## config.mk

```make
export PLATFORM = sky130hd
export DESIGN_NAME = irq_source_ctrl_flat
export DESIGN_NICKNAME = d
export VERILOG_FILES = /design/src/rtl/irq_source_ctrl_if.sv /design/src/rtl/irq_source_ctrl.sv /design/src/flat_wrapper.sv
export SDC_FILE = /design/constraint.sdc
export NUM_CORES = 1
export LEC_CHECK = 0
export BUFFER_PORTS_ARGS = -buffer_cell sky130_fd_sc_hd__buf_2
export CAP_MARGIN = 5
export CORE_MARGIN = 3
export CORE_UTILIZATION = 40
export CTS_CLUSTER_DIAMETER = 200
export DETAILED_ROUTE_END_ITERATION = 8
export GPL_TIMING_DRIVEN = 1
export PLACE_DENSITY = 0.74
export REMOVE_ABC_BUFFERS = 1
export SLEW_MARGIN = 30
export SYNTH_ARGS = -nofsm -noshare
export SYNTH_HDL_FRONTEND = slang
export SYNTH_SLANG_ARGS = --single-unit
```

## constraint.sdc

```tcl
create_clock -name clk_i -period 3 [get_ports clk_i]
set_clock_uncertainty 0.05 [all_clocks]
set_input_delay 0.6 -clock clk_i [delete_from_list [all_inputs] [get_ports clk_i]]
set_output_delay 0.6 -clock clk_i [all_outputs]
set_load 0.005 [all_outputs]
```

## src/rtl/irq_source_ctrl_if.sv

```systemverilog
// Configuration bus, source lines and core interrupt handshake for irq_source_ctrl.
interface irq_source_ctrl_if;
    logic [31:0] src_i;
    logic        cfg_we_i;
    logic        cfg_re_i;
    logic [1:0]  cfg_addr_i;
    logic [31:0] cfg_wdata_i;
    logic [31:0] cfg_rdata_o;
    logic [31:0] irq_o;
    logic        irq_ack_i;
    logic [4:0]  irq_id_i;
    logic        spurious_ack_o;

    modport master (
        output src_i, cfg_we_i, cfg_re_i, cfg_addr_i, cfg_wdata_i, irq_ack_i, irq_id_i,
        input  cfg_rdata_o, irq_o, spurious_ack_o
    );

    modport slave (
        input  src_i, cfg_we_i, cfg_re_i, cfg_addr_i, cfg_wdata_i, irq_ack_i, irq_id_i,
        output cfg_rdata_o, irq_o, spurious_ack_o
    );
endinterface

```

## src/rtl/irq_source_ctrl.sv

```systemverilog
// Interrupt source controller: level/edge capture, enable masking, ack and W1C clearing.
// Define IRQ_SRC_SYNC_EN to put a 2-flop synchronizer on src_i (3-cycle latency instead of 2).
module irq_source_ctrl #(
    parameter logic [31:0] LEGAL_MASK = 32'hFFFF_0888
) (
    input logic            clk_i,
    input logic            rst_n,
    irq_source_ctrl_if.slave bus
);

`ifdef IRQ_SRC_SYNC_EN
    localparam int FILL_W = 3;
    logic [31:0] src_p0;
`else
    localparam int FILL_W = 2;
`endif

    logic [31:0]       s_p1;
    logic [31:0]       s_p2;
    logic [FILL_W-1:0] fill_q;
    logic              hist_vld;
    logic [31:0]       enable_q;
    logic [31:0]       edge_q;
    logic [31:0]       pend_q;
    logic [31:0]       pend_nxt;
    logic [31:0]       rdata_q;
    logic [31:0]       rd_mux;
    logic              spur_q;
    logic [31:0]       irq_int;
    logic [31:0]       set_vec;
    logic [31:0]       clr_vec;
    logic [31:0]       chg_vec;
    logic [31:0]       wdata_legal;
    logic              ack_hit;

    // Input stage: sampled source s_p1 and its one-cycle history s_p2
    always_ff @(posedge clk_i or negedge rst_n) begin
        if (!rst_n) begin
`ifdef IRQ_SRC_SYNC_EN
            src_p0 <= '0;
`endif
            s_p1   <= '0;
            s_p2   <= '0;
            fill_q <= '0;
        end else begin
`ifdef IRQ_SRC_SYNC_EN
            src_p0 <= bus.src_i;
            s_p1   <= src_p0;
`else
            s_p1   <= bus.src_i;
`endif
            s_p2   <= s_p1;
            fill_q <= {fill_q[FILL_W-2:0], 1'b1};
        end
    end

    // s_p2 only holds a real sample once the input pipeline has filled after reset,
    // so a line already high at reset release is taken as the baseline, not an edge.
    assign hist_vld = fill_q[FILL_W-1];

    assign irq_int     = pend_q & enable_q & LEGAL_MASK;
    assign wdata_legal = bus.cfg_wdata_i & LEGAL_MASK;
    assign ack_hit     = bus.irq_ack_i & irq_int[bus.irq_id_i];

    always_comb begin
        set_vec = '0;
        clr_vec = '0;
        chg_vec = '0;
        set_vec = edge_q & s_p1 & ~s_p2 & {32{hist_vld}};
        if (ack_hit) begin
            clr_vec = clr_vec | (32'(1) << bus.irq_id_i);
        end
        if (bus.cfg_we_i && bus.cfg_addr_i == 2'd2) begin
            clr_vec = clr_vec | bus.cfg_wdata_i;
        end
        clr_vec = clr_vec & edge_q;
        if (bus.cfg_we_i && bus.cfg_addr_i == 2'd1) begin
            chg_vec = wdata_legal ^ edge_q;
        end
        // Set beats clear so no edge is lost; a mode change always empties the bit.
        pend_nxt = (edge_q & ((pend_q & ~clr_vec) | set_vec)) | (~edge_q & s_p1);
        pend_nxt = pend_nxt & ~chg_vec & LEGAL_MASK;
    end

    always_comb begin
        rd_mux = '0;
        case (bus.cfg_addr_i)
            2'd0:    rd_mux = enable_q;
            2'd1:    rd_mux = edge_q;
            2'd2:    rd_mux = pend_q;
            default: rd_mux = s_p1;
        endcase
    end

    // State stage: configuration, pending, read-back and spurious flag
    always_ff @(posedge clk_i or negedge rst_n) begin
        if (!rst_n) begin
            enable_q <= '0;
            edge_q   <= '0;
            pend_q   <= '0;
            rdata_q  <= '0;
            spur_q   <= 1'b0;
        end else begin
            if (bus.cfg_we_i && bus.cfg_addr_i == 2'd0) begin
                enable_q <= wdata_legal;
            end
            if (bus.cfg_we_i && bus.cfg_addr_i == 2'd1) begin
                edge_q <= wdata_legal;
            end
            pend_q <= pend_nxt;
            spur_q <= bus.irq_ack_i & ~irq_int[bus.irq_id_i];
            if (bus.cfg_re_i) begin
                rdata_q <= rd_mux;
            end
        end
    end

    assign bus.irq_o          = irq_int;
    assign bus.cfg_rdata_o    = rdata_q;
    assign bus.spurious_ack_o = spur_q;

endmodule

```

## src/flat_wrapper.sv

```systemverilog
// flat-port wrapper written by rule: the top's interface ports become plain ports
module irq_source_ctrl_flat 
#(
    parameter logic [31:0] LEGAL_MASK = 32'hFFFF_0888
)
  (clk_i, rst_n, bus_src_i, bus_cfg_we_i, bus_cfg_re_i, bus_cfg_addr_i, bus_cfg_wdata_i, bus_irq_ack_i, bus_irq_id_i, bus_cfg_rdata_o, bus_irq_o, bus_spurious_ack_o);
  irq_source_ctrl_if bus_i ();
  input logic clk_i;
  input logic rst_n;
  input wire logic [$bits(bus_i.src_i)-1:0] bus_src_i;
  input wire logic [$bits(bus_i.cfg_we_i)-1:0] bus_cfg_we_i;
  input wire logic [$bits(bus_i.cfg_re_i)-1:0] bus_cfg_re_i;
  input wire logic [$bits(bus_i.cfg_addr_i)-1:0] bus_cfg_addr_i;
  input wire logic [$bits(bus_i.cfg_wdata_i)-1:0] bus_cfg_wdata_i;
  input wire logic [$bits(bus_i.irq_ack_i)-1:0] bus_irq_ack_i;
  input wire logic [$bits(bus_i.irq_id_i)-1:0] bus_irq_id_i;
  output wire logic [$bits(bus_i.cfg_rdata_o)-1:0] bus_cfg_rdata_o;
  output wire logic [$bits(bus_i.irq_o)-1:0] bus_irq_o;
  output wire logic [$bits(bus_i.spurious_ack_o)-1:0] bus_spurious_ack_o;
  assign bus_i.src_i = bus_src_i;
  assign bus_i.cfg_we_i = bus_cfg_we_i;
  assign bus_i.cfg_re_i = bus_cfg_re_i;
  assign bus_i.cfg_addr_i = bus_cfg_addr_i;
  assign bus_i.cfg_wdata_i = bus_cfg_wdata_i;
  assign bus_i.irq_ack_i = bus_irq_ack_i;
  assign bus_i.irq_id_i = bus_irq_id_i;
  assign bus_cfg_rdata_o = bus_i.cfg_rdata_o;
  assign bus_irq_o = bus_i.irq_o;
  assign bus_spurious_ack_o = bus_i.spurious_ack_o;
  irq_source_ctrl #(.LEGAL_MASK(LEGAL_MASK)) u_core (.clk_i(clk_i), .rst_n(rst_n), .bus(bus_i));
endmodule
```

### Word level (Yosys, flattened, before mapping)

Index checks and enable logic that the tools add are counted.

| storage, ports and cells | value |
|---|---|
| flip-flop bits (word level) | 156 |
| latch bits | 0 |
| RAM bits | 0 |
| memory bits (read-only) | 0 |
| memories kept | 0 |

| operators by class | value |
|---|---|
| add/sub/neg operators | 0 |
| $mul | 0 |
| divide/modulo/power cells | 0 |
| order comparisons | 1 |
| equal/unequal tests | 2 |
| shift-type cells | 1 |
| muxes and demuxes | 6 |
| bitwise operators | 20 |
| reduce and logical (&&, ||, !) cells | 4 |

Operators by type and width:

| kind | count |
|---|---|
| $and 32x32->32 | 9 |
| $not 32->32 | 4 |
| $mux 32 | 3 |
| $or 32x32->32 | 3 |
| $pmux 32 s3 | 1 |
| $shl 1x5->32 const A | 1 |
| $xor 32x32->32 | 1 |
| $lt 5x6->1 const B | 1 |
| $bmux 1 s5 | 1 |
| $logic_and 1x1->1 | 3 |
| $and 1x1->1 | 2 |
| $eq 2x1->1 const B | 1 |
| $eq 2x2->1 const B | 1 |
| $logic_not 2->1 | 1 |
| $mux 1 | 1 |
| $not 1->1 | 1 |

### Longest topological paths before layout

| logic depth | value |
|---|---|
| word-level depth | 14 |
| depth in mapped cells | 7 |
| gate-level depth less buffers | 4 |

### Worst setup path before layout

Ideal clock, no wire load.

| timing path | value |
|---|---|
| path kind | input to register |
| from | in bus_cfg_addr_i[0] |
| to | reg u_core.rdata_q[24] (netlist: u_core.bus.cfg_rdata_o[24]) |
| setup time | 125 ps |
| arrival time | 1824 ps |
| required time | 2825 ps |
| setup slack | 1001 ps |
| stages on the path | 4 |
| buffers on the path | 2 |
| path through | buf_2 -> buf_2 -> mux4_2 -> mux2_2 |

| on the way | value |
|---|---|
| cells in the longest elaborated chain, start to end | 2 |
| elaborated cells on any way between the ends | 4 |
| those cells by class | eq/ne: 2; mux: 1; reduce/logical: 1 |

Ends and longest elaborated chain:

| element | line | text |
|---|---|---|
| from (decl) | flat_wrapper.sv:13 | `input wire logic [$bits(bus_i.cfg_addr_i)-1:0] bus_cfg_addr_i;` |
| $eq 2x2->1 (tied with other cells) | irq_source_ctrl.sv:87 | `case (bus.cfg_addr_i)` |
| $pmux 32 s3 * | irq_source_ctrl.sv:87 |  |
| to (signal assigned) | irq_source_ctrl.sv:113 | `rdata_q <= rd_mux;` |
| to (decl) | irq_source_ctrl.sv:26 | `logic [31:0] rdata_q;` |

Mark *: on every way between the ends. The rest lies on a longest branch, timed or not.
A chain may end at the register's enable or synchronous reset.

### Final worst setup path

| timing path | value |
|---|---|
| from | in bus_irq_id_i[1] |
| to | reg u_core.pend_q[26] |

| on the way | value |
|---|---|
| cells in the longest elaborated chain, start to end | 13 |
| elaborated cells on any way between the ends | 14 |
| those cells by class | shift: 1; mux: 4; bitwise: 9 |

Ends and longest elaborated chain:

| element | line | text |
|---|---|---|
| from (decl) | flat_wrapper.sv:16 | `input wire logic [$bits(bus_i.irq_id_i)-1:0] bus_irq_id_i;` |
| $bmux 1 s5 | irq_source_ctrl.sv:63 | `assign ack_hit = bus.irq_ack_i & irq_int[bus.irq_id_i];` |
| $mux 1 (implied by the code) | irq_source_ctrl.sv:63 |  |
| $and 1x1->1 | irq_source_ctrl.sv:63 |  |
| $mux 32 * | irq_source_ctrl.sv:70 | `if (ack_hit) begin` |
| $or 32x32->32 | irq_source_ctrl.sv:74 | `clr_vec = clr_vec \| bus.cfg_wdata_i;` |
| $mux 32 * | irq_source_ctrl.sv:73 | `if (bus.cfg_we_i && bus.cfg_addr_i == 2'd2) begin` |
| $and 32x32->32 * | irq_source_ctrl.sv:76 | `clr_vec = clr_vec & edge_q;` |
| $not 32->32 * | irq_source_ctrl.sv:81 | `pend_nxt = (edge_q & ((pend_q & ~clr_vec) \| set_vec)) \| (~edge_q & s_p1);` |
| $and 32x32->32 * | irq_source_ctrl.sv:81 |  |
| $or 32x32->32 * | irq_source_ctrl.sv:81 |  |
| $and 32x32->32 * | irq_source_ctrl.sv:81 |  |
| $or 32x32->32 * | irq_source_ctrl.sv:81 |  |
| $and 32x32->32 * | irq_source_ctrl.sv:82 | `pend_nxt = pend_nxt & ~chg_vec & LEGAL_MASK;` |
| net u_core.pend_nxt[26] | irq_source_ctrl.sv:25 | `logic [31:0] pend_nxt;` |
| to (signal assigned) | irq_source_ctrl.sv:110 | `pend_q <= pend_nxt;` |
| to (decl) | irq_source_ctrl.sv:24 | `logic [31:0] pend_q;` |

Mark *: on every way through the listed nets, which the timed path passes. The rest lies on a longest branch. The select of a mux whose other input is x is not followed.

==> metrics.yaml <==
status: "finished clean"
intPower_mw: 3.89
finalSetupViolCount: 0
cp_data_arrival_time_ns: 2.22
leakagePower_nw: 3.57
power.density_mw_per_mm2: 673
min_period_ns: 1.96
synth_async_sr_flop_share: 1.00
root_buffer: "clkbuf_16"
cts_made_buffers: 17
initial_core_util: 0.416
syn_inst: 533
slew_viol_final: 0
cp_max_fo: 23
fin_nets: 726
clockBufferDepth: 2
wl_per_cell_um: 19.4
drc: 0
fin_cells: 875
place_inst: 842
final_antenna_net_count: 0
yosys.area_share.simple: 0.147
synth_flop_cell: "dfrtp_1"
cts_setup_buffers: 0
drt_iter0_drc: 353
grt-ovfl-total: 0
grt_pass1_wl_um: 27200
seq_power_share: 0.457
layout_common_cells: "dfrtp_1 (143), buf_2 (113), nand2_1 (82)"
synth_fa_ha_area_frac: 0
synth_warnings: 0
start_kind: "input pin"
peakVddDrop_uv: 329
gp_congestion: 0.843
htreeDepth: 4
wl_um: 17000
p_switching_mw: 1.33
grt_pass1_vias: 5117
synth-compound-area-share: 0.115
rsz0062_at_grt: "false"
drive_gt1_frac: 0.331
dr.pass1.iters: 5
antenna_found_initial: 3
hold_viol: 0
area_growth_pct: 20.8
fin_util: 0.503
synth_enable_flop_cells: 0
cp.required_ns: 3.25
cts_tree: "built"
dp_hpwl_um: 11900
via_count: 4884
holdCritPathClass: "in2async"
grt_max_degree: 63
seq_area_frac_synth: 0.558
power_frac_comb: 0.156
portBuffers: 114
synthMuxAreaShare: 0.133
synth_xor_area_frac: 0.00136
pin_count: 141
fin_crit_sh: 0.655
cts_num_sinks: 143
cts.clk_slew.worst_paths_ns: 0.05
clkPwrFrac: 0.386
clock_latency_ns: 0.42
fin_tns_setup_ns: 0
ctsHoldBuffers: 0
slew_headroom: 0.599
syn-cell-area_mm2: 0.00642
die_w_um: 133
max_freq_ghz: 0.509
synth.distinct_cells: 59
cap_violations: 0
num_rows: 45
end_kind: "flip-flop"
avgSynthCellArea_um2: 12.0
chipHeight_um: 133
synth_top_family_by_area: "simple AND/OR/NAND/NOR gates"
grt.total_usage: 0.197
p_sw_frac: 0.255
crit_type: "in2reg"
cts_resized: 0
viasPerCell: 5.58
core_area_mm2: 0.0154
tightest_slew_ns: 0.598
final_common_cell: "dfrtp_1"
dieArea_mm2: 0.0176
yosys_register_bits: 143
## cells in the mapped netlist, drive strengths merged (2+ instances only)
cell / number / area share
o31ai: 4 / 0.0047
o2bb2ai: 3 / 0.0041
conb: 2 / 0.0012
a221oi: 10 / 0.015
and4bb: 2 / 0.0039
a2111oi: 2 / 0.0027
nand3b: 5 / 0.0064
inv: 17 / 0.0099
mux4: 19 / 0.067
o41ai: 3 / 0.0070
mux2: 38 / 0.067
o21ai: 26 / 0.020
o32ai: 8 / 0.011
clkbuf: 10 / 0.0058
buf: 29 / 0.029
nor2: 18 / 0.011
a31oi: 2 / 0.0019
a21oi: 12 / 0.0094
nand4bb: 2 / 0.0035
o311ai: 2 / 0.0027
o211ai: 4 / 0.0047
and4: 3 / 0.0045
nor4: 2 / 0.0043
a21o: 10 / 0.012
nor3: 5 / 0.0039
and3b: 2 / 0.0027
nand4: 4 / 0.0039
nand2: 82 / 0.048
dfrtp: 143 / 0.56
a22o: 3 / 0.0041
and4b: 4 / 0.0074
and2: 27 / 0.026
nand4b: 10 / 0.014
a21boi: 4 / 0.0047
a211oi: 2 / 0.0023
## final timing paths
kind                                             from                                     end  slack, ns  cells past startpoint
setup / recovery                      bus_irq_id_i[1]             u_core.pend_q[26]$_DFF_PN0_       1.04                      5
hold / removal                                  rst_n  u_core.bus.cfg_rdata_o[17]$_DFFE_PN0P_       0.11                      1
setup reg to reg           u_core.fill_q[1]$_DFF_PN0_             u_core.pend_q[28]$_DFF_PN0_       1.13                      4
hold reg to reg            u_core.fill_q[0]$_DFF_PN0_              u_core.fill_q[1]$_DFF_PN0_       0.30                      0
max in group asynchronous                       rst_n               u_core.s_p1[18]$_DFF_PN0_       2.05                      2
min in group clk_i                      bus_src_i[31]               u_core.s_p1[31]$_DFF_PN0_       0.23                      1
## routing by layer
layer	global-route usage	vias to the layer above	part of all wire
li1	-	2141	-
met1	0.240	2435	0.39
met2	0.315	254	0.47
met3	0.0665	52	0.094
met4	0.0987	2	0.038
met5	0	-	0.00041
## power groups by stage
stage	sequential (mW)	clock [mW]	combinational (mW)
after floorplan	2.36	0	0.456
after global placement	2.38	0	0.787
after detailed placement	2.41	0	0.818
after CTS	2.38	2.05	0.824
after global routing	2.42	2.13	0.897
final	2.39	2.02	0.815
## state kept, by name, summed over array words and instances (netlist names)
signal and count:
u_core.bus.cfg_rdata_o 32, u_core.bus.spurious_ack_o 1, u_core.edge_q 19, u_core.enable_q 19, u_core.fill_q 2, u_core.pend_q 19
u_core.s_p1 32, u_core.s_p2 19
## layout make-up
class                           count  area, um2
Multi-Input combinational cell    346       2600
Fill cell                        1355       7670
Timing Repair Buffer              125        672
Antenna cell                        3       7.51
Clock inverter                      6       83.8
Inverter                           17       63.8
Sequential cell                   143       3580
Tap cell                          211        264
Clock buffer                       24        482
## stage by stage
step / hold slack, ns / power [mW] / setup WS, ns / instance area, um2
3_3_place_gp: 0.283 / 3.17 / 0.701 / 7180
3_5_place_dp: 0.289 / 3.23 / 0.639 / 7180
6_report: 0.105 / 5.22 / 1.04 / 7750
4_1_cts: 0.117 / 5.26 / 1.07 / 7740
5_1_grt: 0.133 / 5.45 / 0.942 / 7750
2_1_floorplan: 0.254 / 2.82 / 0.342 / 6240
## cell families (layout without fill, tap and decap cells)
kind of cell	Yosys count	after routing
buffers and inverters	56	172
xor gates and xnor gates	1	1
muxes	57	57
and+or+nand+nor	173	173
AOI/OAI and AO/OA	101	101
DFF	143	143
other	2	17
## worst max-delay path, cell delays in order
cell	delay, ns
buf_2	0.38
and4b_4	0.29
o41ai_4	0.45
o211ai_1	0.15
a221oi_1	0.33
No activity file was read; power rests on OpenSTA's default activity.
